--- src/rtl/nco_pkg.sv ---
// Shared types and default constants for the NCO tuning-word controller.
// Holds the handshake state type, the request-select encoding and the
// default word range, step and dwell values.
package nco_pkg;

    localparam int unsigned WORD_W_DEF   = 32;
    localparam logic [31:0] WORD_MIN_DEF = 32'd429496;
    localparam logic [31:0] WORD_MAX_DEF = 32'd4294967;
    localparam logic [31:0] STEP_DEF     = 32'd429496;
    localparam int unsigned DWELL_W_DEF  = 24;
    localparam logic [23:0] DWELL_DEF    = 24'd50000;

    typedef enum logic {
        IDLE,
        WAIT_ACK
    } state_t;

    typedef enum logic [2:0] {
        SEL_NONE,
        SEL_LOAD,
        SEL_KEY_UP,
        SEL_KEY_DN,
        SEL_SWEEP
    } req_sel_t;

endpackage

--- src/rtl/nco_sweep_timer.sv ---
// Triangle-sweep pacing: dwell counter, sweep direction and sweep request.
// Ports:
//   clk, rst       clock, asynchronous active-high reset
//   sweep_en       level enable from the board
//   served         the pending sweep request was issued this cycle
//   hit_max/min    the issued sweep word landed on a range limit
//   ack            the NCO acknowledged the outstanding word
//   active         registered sweep_en
//   req            sweep step wanted (held until served)
//   dir            1 = stepping up, 0 = stepping down
module nco_sweep_timer
    import nco_pkg::*;
#(
    parameter int unsigned          DWELL_W = DWELL_W_DEF,
    parameter logic [DWELL_W-1:0]   DWELL   = DWELL_DEF
) (
    input  logic clk,
    input  logic rst,
    input  logic sweep_en,
    input  logic served,
    input  logic hit_max,
    input  logic hit_min,
    input  logic ack,
    output logic active,
    output logic req,
    output logic dir
);

    logic [DWELL_W-1:0] cnt;
    // A sweep word is in flight: the dwell restarts only once it is acked.
    logic               busy;

    always_ff @(posedge clk or posedge rst) begin
        if (rst) begin
            active <= 1'b0;
            cnt    <= '0;
            req    <= 1'b0;
            busy   <= 1'b0;
            dir    <= 1'b1;
        end else begin
            active <= sweep_en;
            if (ack) begin
                busy <= 1'b0;
            end
            if (served) begin
                req  <= 1'b0;
                busy <= 1'b1;
                if (hit_max) begin
                    dir <= 1'b0;
                end else if (hit_min) begin
                    dir <= 1'b1;
                end
            end
            // Disabling drops an unissued request; an in-flight word still completes.
            if (!active) begin
                cnt <= '0;
                req <= 1'b0;
            end else if (!req && !busy) begin
                if (cnt == DWELL - DWELL_W'(1)) begin
                    req <= 1'b1;
                    cnt <= '0;
                end else begin
                    cnt <= cnt + DWELL_W'(1);
                end
            end
        end
    end

endmodule

--- src/rtl/nco_tune_ctrl.sv ---
// Tuning-word controller for the phase-accumulator NCO. Arbitrates host
// loads, key steps and the triangle sweep (fixed priority), clamps each
// word to [WORD_MIN, WORD_MAX] and hands it to the NCO over valid/ack.
// Ports:
//   clk, rst               clock, asynchronous active-high reset
//   key_up, key_dn         one-clock step pulses
//   sweep_en               sweep enable level
//   load_valid, load_word  host word request
//   load_ready             host request accepted this cycle (combinational)
//   tune_word, tune_valid  word offered to the NCO
//   tune_ack               NCO applied tune_word
//   cur_word               last acknowledged word
//   sweep_active           sweep engine running
module nco_tune_ctrl
    import nco_pkg::*;
#(
    parameter int unsigned          WORD_W   = WORD_W_DEF,
    parameter logic [WORD_W-1:0]    WORD_MIN = WORD_MIN_DEF,
    parameter logic [WORD_W-1:0]    WORD_MAX = WORD_MAX_DEF,
    parameter logic [WORD_W-1:0]    STEP     = STEP_DEF,
    parameter int unsigned          DWELL_W  = DWELL_W_DEF,
    parameter logic [DWELL_W-1:0]   DWELL    = DWELL_DEF
) (
    input  logic              clk,
    input  logic              rst,
    input  logic              key_up,
    input  logic              key_dn,
    input  logic              sweep_en,
    input  logic              load_valid,
    input  logic [WORD_W-1:0] load_word,
    output logic              load_ready,
    output logic [WORD_W-1:0] tune_word,
    output logic              tune_valid,
    input  logic              tune_ack,
    output logic [WORD_W-1:0] cur_word,
    output logic              sweep_active
);

    state_t            state, state_d;
    req_sel_t          sel;
    logic [WORD_W-1:0] tune_word_d, cur_word_d;
    logic              tune_valid_d;
    logic              pend_up, pend_dn, pend_up_d, pend_dn_d;
    logic              eff_up, eff_dn;
    logic              sweep_req, sweep_dir;
    logic [WORD_W:0]   up_sum, dn_floor;
    logic [WORD_W-1:0] up_word, dn_word, load_clamped, sweep_word;

    assign load_ready = load_valid && (state == IDLE);

    // Saturating step and clamp arithmetic, always based on the acked word.
    always_comb begin
        up_sum   = {1'b0, cur_word} + {1'b0, STEP};
        dn_floor = {1'b0, WORD_MIN} + {1'b0, STEP};
        up_word  = (up_sum > {1'b0, WORD_MAX}) ? WORD_MAX : up_sum[WORD_W-1:0];
        dn_word  = ({1'b0, cur_word} < dn_floor) ? WORD_MIN : cur_word - STEP;
        if (load_word < WORD_MIN) begin
            load_clamped = WORD_MIN;
        end else if (load_word > WORD_MAX) begin
            load_clamped = WORD_MAX;
        end else begin
            load_clamped = load_word;
        end
        sweep_word = sweep_dir ? up_word : dn_word;
    end

    // A pulse counts in the cycle it arrives, so a key is served one clock later.
    assign eff_up = pend_up || key_up;
    assign eff_dn = pend_dn || key_dn;

    // Handshake FSM, arbitration and pending-key bookkeeping.
    always_comb begin
        state_d      = state;
        tune_word_d  = tune_word;
        tune_valid_d = tune_valid;
        cur_word_d   = cur_word;
        sel          = SEL_NONE;
        case (state)
            IDLE: begin
                if (load_valid) begin
                    sel = SEL_LOAD;
                end else if (eff_up && !eff_dn) begin
                    sel = SEL_KEY_UP;
                end else if (eff_dn && !eff_up) begin
                    sel = SEL_KEY_DN;
                end else if (sweep_req) begin
                    sel = SEL_SWEEP;
                end
                case (sel)
                    SEL_LOAD:   tune_word_d = load_clamped;
                    SEL_KEY_UP: tune_word_d = up_word;
                    SEL_KEY_DN: tune_word_d = dn_word;
                    SEL_SWEEP:  tune_word_d = sweep_word;
                    default:    tune_word_d = tune_word;
                endcase
                if (sel != SEL_NONE) begin
                    tune_valid_d = 1'b1;
                    state_d      = WAIT_ACK;
                end
            end
            WAIT_ACK: begin
                if (tune_ack) begin
                    cur_word_d   = tune_word;
                    tune_valid_d = 1'b0;
                    state_d      = IDLE;
                end
            end
            default: state_d = IDLE;
        endcase
        // Opposite keys cancel each other; a served key clears its flag.
        pend_up_d = eff_up && !eff_dn && (sel != SEL_KEY_UP);
        pend_dn_d = eff_dn && !eff_up && (sel != SEL_KEY_DN);
    end

    always_ff @(posedge clk or posedge rst) begin
        if (rst) begin
            state      <= IDLE;
            tune_word  <= WORD_MIN;
            tune_valid <= 1'b0;
            cur_word   <= WORD_MIN;
            pend_up    <= 1'b0;
            pend_dn    <= 1'b0;
        end else begin
            state      <= state_d;
            tune_word  <= tune_word_d;
            tune_valid <= tune_valid_d;
            cur_word   <= cur_word_d;
            pend_up    <= pend_up_d;
            pend_dn    <= pend_dn_d;
        end
    end

    nco_sweep_timer #(
        .DWELL_W (DWELL_W),
        .DWELL   (DWELL)
    ) u_sweep (
        .clk     (clk),
        .rst     (rst),
        .sweep_en(sweep_en),
        .served  (sel == SEL_SWEEP),
        .hit_max (sweep_word == WORD_MAX),
        .hit_min (sweep_word == WORD_MIN),
        .ack     ((state == WAIT_ACK) && tune_ack),
        .active  (sweep_active),
        .req     (sweep_req),
        .dir     (sweep_dir)
    );

endmodule

--- config.mk ---
export PLATFORM = sky130hd
export DESIGN_NAME = nco_tune_ctrl
export DESIGN_NICKNAME = d
export VERILOG_FILES = /design/src/rtl/nco_pkg.sv /design/src/rtl/nco_sweep_timer.sv /design/src/rtl/nco_tune_ctrl.sv
export SDC_FILE = /design/constraint.sdc
export NUM_CORES = 1
export LEC_CHECK = 0
export ABC_AREA = 1
export BUFFER_PORTS_ARGS = -buffer_cell sky130_fd_sc_hd__buf_2
export CORE_MARGIN = 1
export CORE_UTILIZATION = 35
export CTS_CLUSTER_DIAMETER = 30
export DETAILED_ROUTE_END_ITERATION = 7
export GPL_TIMING_DRIVEN = 0
export SLEW_MARGIN = 20
export SYNTH_ARGS = -nofsm -noshare
export SYNTH_HDL_FRONTEND = slang
export SYNTH_SLANG_ARGS = --single-unit
--- constraint.sdc ---
create_clock -name clk -period 4.3 [get_ports clk]
set_clock_uncertainty 0.2 [all_clocks]
set_input_delay 0.43 -clock clk [delete_from_list [all_inputs] [get_ports clk]]
set_output_delay 0.43 -clock clk [all_outputs]
set_load 0.02 [all_outputs]
# ---- Yosys cells after proc, flatten, opt, wreduce, memory -nomap -nowiden
# Cells that the tools add are included.
dict set report word_totals {
  register_bits 96
  wordCells 82
  out_inout_bits 67
  inputBits 39
}
dict set report op_classes {
  order_cmp 4
  n_eq_ne 13
  bitwise 1
  n_mux 29
  addsub 3
  reduce_logical 21
}
# operator count
set ops {}
lappend ops {{$mux W32} 5}
lappend ops {{$pmux W32 S4} 1}
lappend ops {{$mux W24} 3}
lappend ops {{$add A32 B19 Y33 const B} 1}
lappend ops {{$gt A33 B23 Y1 const B} 1}
lappend ops {{$eq A32 B19 Y1 const B} 1}
lappend ops {{$eq A32 B23 Y1 const B} 1}
lappend ops {{$gt A32 B23 Y1 const B} 1}
lappend ops {{$lt A32 B19 Y1 const B} 1}
lappend ops {{$lt A32 B20 Y1 const B} 1}
lappend ops {{$sub A32 B19 Y32 const B} 1}
lappend ops {{$add A24 B1 Y24 const B} 1}
lappend ops {{$eq A24 B16 Y1 const B} 1}
lappend ops {{$mux W3} 6}
lappend ops {{$mux W1} 12}
lappend ops {{$reduce_and A2 Y1} 4}
lappend ops {{$logic_and A1 B1 Y1} 7}
lappend ops {{$eq A3 B2 Y1 const B} 2}
lappend ops {{$eq A3 B3 Y1 const B} 2}
lappend ops {{$ne A3 B2 Y1 const B} 2}
lappend ops {{$logic_not A1 Y1} 4}
lappend ops {{$ne A2 B2 Y1 const B} 2}
lappend ops {{$pmux W1 S2} 2}
lappend ops {{$reduce_bool A2 Y1} 2}
lappend ops {{other kinds (6)} 7}

# ---- Depth between registers and ports, before layout
dict set report depth {
  word_depth 13
  ltp_mapped 26
}

# ---- Hierarchy
# A second synthesis with hierarchy kept.
dict set report hier_totals {
  cells_unflattened 1344
  area_unflattened_um2 8222.9
}
# module instances seq_area_each_um2 cells_each area_each_um2
set by_module_without_submodules {}
lappend by_module_without_submodules {nco_tune_ctrl 1 1726.7 1106 6541.3}
lappend by_module_without_submodules {nco_sweep_timer 1 701.9 238 1681.6}

# ---- Worst setup path before layout
# OpenSTA, ideal clock, no wires.
dict set report synth_path {
  path_kind {flip-flop to flip-flop}
  startpoint {register cur_word[3]}
  endpoint {register u_sweep.dir}
  stages_incl_launch_ff 22
  path_slack_ns 1.227
  n_path_buf 1
  arrival_time_ns 2.800
  setup_time_ns 0.073
  cell_sequence {dfstp_2 -> inv_2 -> ha_1 -> nand2_1 -> nand2_2 -> nand2_1 -> nand3_2 -> nand2_4 -> nand2_1 -> xor2_1 -> nor2_1 -> nand3_2 -> nor2_4 -> buf_6 -> nand4_1 -> nand2_1 -> nand2_1 -> nor2_1 -> nand2_1 -> nor2_1 -> nand2_1 -> a21oi_1}
}
dict set report synth_between {
  elab_chain_cells 7
}
# element line
set synth_rtl {}
lappend synth_rtl {{start, declared} nco_tune_ctrl.sv:35} ;# output logic [WORD_W-1:0] cur_word,
lappend synth_rtl {{start signal, assigned} nco_tune_ctrl.sv:127} ;# cur_word <= cur_word_d;
lappend synth_rtl {{$add A32 B19 Y33} nco_tune_ctrl.sv:53} ;# up_sum = {1'b0, cur_word} + {1'b0, STEP};
lappend synth_rtl {{$gt A33 B23 Y1} nco_tune_ctrl.sv:55} ;# up_word = (up_sum > {1'b0, WORD_MAX}) ? WORD_MAX : up_sum[WORD_W-1:0];
lappend synth_rtl {{$mux W32} nco_tune_ctrl.sv:55}
lappend synth_rtl {{$mux W32 *} nco_tune_ctrl.sv:64} ;# sweep_word = sweep_dir ? up_word : dn_word;
lappend synth_rtl {{$eq A32 B19 Y1 or $eq A32 B23 Y1 (tied branches)} {nco_tune_ctrl.sv:142, nco_tune_ctrl.sv:141}}
lappend synth_rtl {{$reduce_bool A2 Y1 (no source line)} n/a}
lappend synth_rtl {{$reduce_and A2 Y1 (no source line)} n/a}
lappend synth_rtl {{end signal, assigned} nco_sweep_timer.sv:39} ;# dir <= 1'b1;
lappend synth_rtl {{end signal, assigned} nco_sweep_timer.sv:49} ;# dir <= 1'b0;
lappend synth_rtl {{end signal, assigned} nco_sweep_timer.sv:51} ;# dir <= 1'b1;
lappend synth_rtl {{end, declared} nco_sweep_timer.sv:26} ;# output logic dir
# Mark *: on every way between the ends. The rest lies on a longest branch, timed or not.
# A chain may end at the register's enable or synchronous reset.

# ---- Worst setup path after layout
dict set report layout_path {
  startpoint {register pend_dn}
  endpoint {register tune_word[16]}
}
dict set report layout_between {
  elab_chain_cells 9
}
# element line
set layout_rtl {}
lappend layout_rtl {{start, declared} nco_tune_ctrl.sv:43} ;# logic pend_up, pend_dn, pend_up_d, pend_dn_d;
lappend layout_rtl {{start signal, assigned} nco_tune_ctrl.sv:129} ;# pend_dn <= pend_dn_d;
lappend layout_rtl {{$logic_or A1 B1 Y1 *} nco_tune_ctrl.sv:69} ;# assign eff_dn = pend_dn || key_dn;
lappend layout_rtl {{$logic_and A1 B1 Y1 or $logic_not A1 Y1 (tied branches)} {nco_tune_ctrl.sv:84, nco_tune_ctrl.sv:82}}
lappend layout_rtl {{$mux W3 or $logic_and A1 B1 Y1 (tied branches)} {nco_tune_ctrl.sv:84, nco_tune_ctrl.sv:82}}
lappend layout_rtl {{$mux W3 *} nco_tune_ctrl.sv:82} ;# end else if (eff_up && !eff_dn) begin
lappend layout_rtl {{$mux W3 *} nco_tune_ctrl.sv:80} ;# if (load_valid) begin
lappend layout_rtl {{$mux W3 *} nco_tune_ctrl.sv:78} ;# case (state)
lappend layout_rtl {{$eq A3 B3 Y1, or another cell as far along} nco_tune_ctrl.sv:89} ;# case (sel)
lappend layout_rtl {{$reduce_bool A4 Y1 (no source line)} n/a}
lappend layout_rtl {{$reduce_and A2 Y1 (no source line)} n/a}
lappend layout_rtl {{end signal, assigned} nco_tune_ctrl.sv:125} ;# tune_word <= tune_word_d;
lappend layout_rtl {{end, declared} nco_tune_ctrl.sv:32} ;# output logic [WORD_W-1:0] tune_word,
# Mark *: on every way between the ends. The rest lies on a longest branch, timed or not. The select of a mux whose other input is x is not followed.

==> metrics.txt <==
initial antenna violation count=0; Ys Warns=0; Die Footprint=~24000 µm²; register area share after synthesis=0.2982; Cell Int Power=about 2900 µW; Cell variety after synth=56; die height=approximately 150 µm; Yosys reg bits=96; DR vias=slightly above 9000; maxcap violations=0; Yosys top cell by area=dfrtp_1; Worst path slowest cell=nor2_1; status=finished clean; core box area=22710 µm²; dominant cells by area after synthesis=dfrtp_1, nand2_1, nor2_1; Clk pwr share=0.123; DR pass1 iterations=8; Area after DPL=~9000 µm²; CTS tree=yes; CP most frequent cell=nor2_1; Worst Setup Start Kind=flip-flop; Fin Hold WS=63.40 ps; Routed Antenna Nets=0; async set or reset register ratio after synthesis=1.000; CP Class=flip-flop to flip-flop; vias in the first global route=8869; H-tree levels=3; Die Width=~150 µm; synth cell count leaders=nand2_1, nor2_1, inv_1, nand3_1, o21ai_0; Final Hold Fails=0; pwr dens=about 730 nW/µm²; Top delay family on crit path=simple AND/OR/NAND/NOR gates; sw power=3955 µW; FP Rows=55; Vias/cell=about 5.5; FMAX=about 0.25 GHz; syn_nets=roughly 1300; DR DRC count=0; fin. max-slew vios=0; post-layout min period=4055 ps; Global Route Usage Sum=0.2718; area grow syn2layout=15.29%; Max transition margin=0.3730; Tcrit/Tclk final=0.9429; DRT Wirelength=approximately 32000 µm; Initial Util=0.3586; Synth Instances=roughly 1300; RSZ-0062 raised after global routing=false; Synth top area share=0.2305; DRT iter0 DRCs=923; HP Class=input pin to flip-flop; Syn Std Cell Area=between 8000 and 9000 µm²; syn_area_per_cell=roughly 6.3 µm²; Worst Path Arrival=4100 ps; Post-synth EDFFs=0; peak supply drop=approximately 0.00038 V; final setup violating endpoints=0; sequential power share=0.211; Most used DFF post-synth=dfrtp_1; ANT cells=0; layout cells sized above 1=0.1665; IO Port Bufs=approximately 110; worst-path fanout max=10; fin nets=around 1500; Placer Congestion=approximately 1; WL per Instance=about 19 µm; Worst-Skew Late Latency=between 300 and 400 ps; TritonCTS Buffers=9; CP endpoint kind=flip-flop; Critical Path, Cell by Cell=nor2_1 > inv_1 > ha_1 > nor2_1 > nand2_1 > nor2_1 > clkinv_1 > nand4_1 > nand2_1 > clkinv_1 > clkbuf_1 > nand3_1 > o22ai_1 > inv_1; design area=between 9000 and 10000 µm²; Remaining Overflow, GRT=0; Lkg Pwr=approximately 0.0044 µW; sw frac=0.5765; Max clock buf depth=2; HPWL Detailed=around 25000 µm; Logic pwr share=0.666; CTS sink count=96; Root Driver=clkbuf_16; IO Pins=between 100 and 150; Worst-path clk slew=80 ps; largest net degree at the start of global routing=65; top-count cell post-synth=nand2_1; Setup TNS=0 ps; final core utilization=0.4134; buffers plus inverters on the worst setup path=5; Worst-Margin Slew=about 940 ps; CP peak stage delay=710 ps; first-pass GRT wire length=49740 µm; WP data required=4350 ps
-- layout by cell type (no fill, tap or decap), types with 7 or more instances in the layout --
cell type    n
dfrtp_1     75
clkbuf_1    27
inv_1      147
a21oi_1     54
o22ai_1     24
inv_2       12
buf_4        7
clkbuf_16    9
dfstp_2     21
a31oi_1     11
nand2_2     14
o211ai_1    10
nand2_1    326
nand4_1     51
buf_6        7
nor2_1     152
nand3_1    109
o21ai_0     84
or2_2        7
nor3_1      30
buf_2      114
nor2_2      10
xor2_1      14
-- cell families (layout without fill, tap and decap cells) --
logic type / after synthesis / in the layout / share of synthesized area
buffers and inverters: 218 / 342 / 0.1139
DFF: 96 / 96 / 0.2982
adders and majority gates: 6 / 6 / 0.009219
xor gates and xnor gates: 16 / 16 / 0.01721
and+or+nand+nor: 734 / 734 / 0.4067
muxes: 2 / 2 / 0.002766
AOI/OAI and AO/OA: 215 / 215 / 0.1520
-- power groups by stage --
stage | Sequential (µW) | Combinational (µW) | Clock (µW)
6_report | 1450 | 4570 | 845
5_1_grt | 1480 | 4950 | 882
4_1_cts | 1440 | 4450 | 853
3_5_place_dp | 1460 | 4430 | 0
3_3_place_gp | 1460 | 4420 | 0
2_1_floorplan | 1660 | 2800 | 0
-- state kept, by name, indices dropped and copies added, names as in the netlist --
signal          count
cur_word           32
tune_word          32
u_sweep.cnt        24
pend_dn             1
pend_up             1
state               1
tune_valid          1
u_sweep.active      1
u_sweep.busy        1
u_sweep.dir         1
u_sweep.req         1
-- worst register-to-register path, stage by stage (launching register included) --
cell and delay [ps]:
dfrtp_1 360, nor2_1 130, inv_1 60, ha_1 210
nor2_1 180, nand2_1 70, nor2_1 710, clkinv_1 590
nand4_1 190, nand2_1 130, clkinv_1 160, clkbuf_1 520
nand3_1 210, o22ai_1 170, inv_1 50
-- area by class of cell --
type	count	area, µm²
Timing Repair Buffer	108	573.1
Sequential cell	96	2429
Buffer	52	296.5
Clock inverter	7	75.07
Inverter	166	635.6
Clock buffer	9	225.2
Fill cell	2493	13320
Multi-Input combinational cell	973	4797
Tap cell	285	356.6
-- path summary, 6_finish.rpt --
kind	from	slack, ps	endpoint	depth (start not counted)
min in group asynchronous	rst	390	u_sweep.cnt[9]	3
hold reg to reg	u_sweep.cnt[18]	300	u_sweep.cnt[18]	1
max in group asynchronous	rst	2790	cur_word[3]	4
setup / recovery	pend_dn	250	tune_word[16]	14
setup reg to reg	pend_dn	250	tune_word[16]	14
hold / removal	tune_ack	60	state	2
-- what timing repair did --
item,in CTS,in global routing
resized for setup,0,2
hold buffers,2,0
buffers inserted,0,0
endpoints found under the setup margin,0,14
hold endpoints to repair,33,0
-- metrics by stage --
step | setup slack (ps) | instances | power, µW
6_report | 245.4 | 1696 | 6861
5_1_grt | 12.65 | 1696 | 7315
4_1_cts | 37.88 | 1696 | 6748
3_5_place_dp | -141.1 | 1678 | 5886
3_3_place_gp | -259.2 | 1677 | 5876
2_1_floorplan | 1199 | 1287 | 4464
-- per-layer routing --
| metal | track usage | wire length (µm) |
|---|---|---|
| met1 | 0.3749 | 14640 |
| met2 | 0.4215 | 13910 |
| met3 | 0.04511 | 2339 |
| met4 | 0.1103 | 1089 |
| met5 | 0 | 0 |
Power figures use the tool's default switching activity.
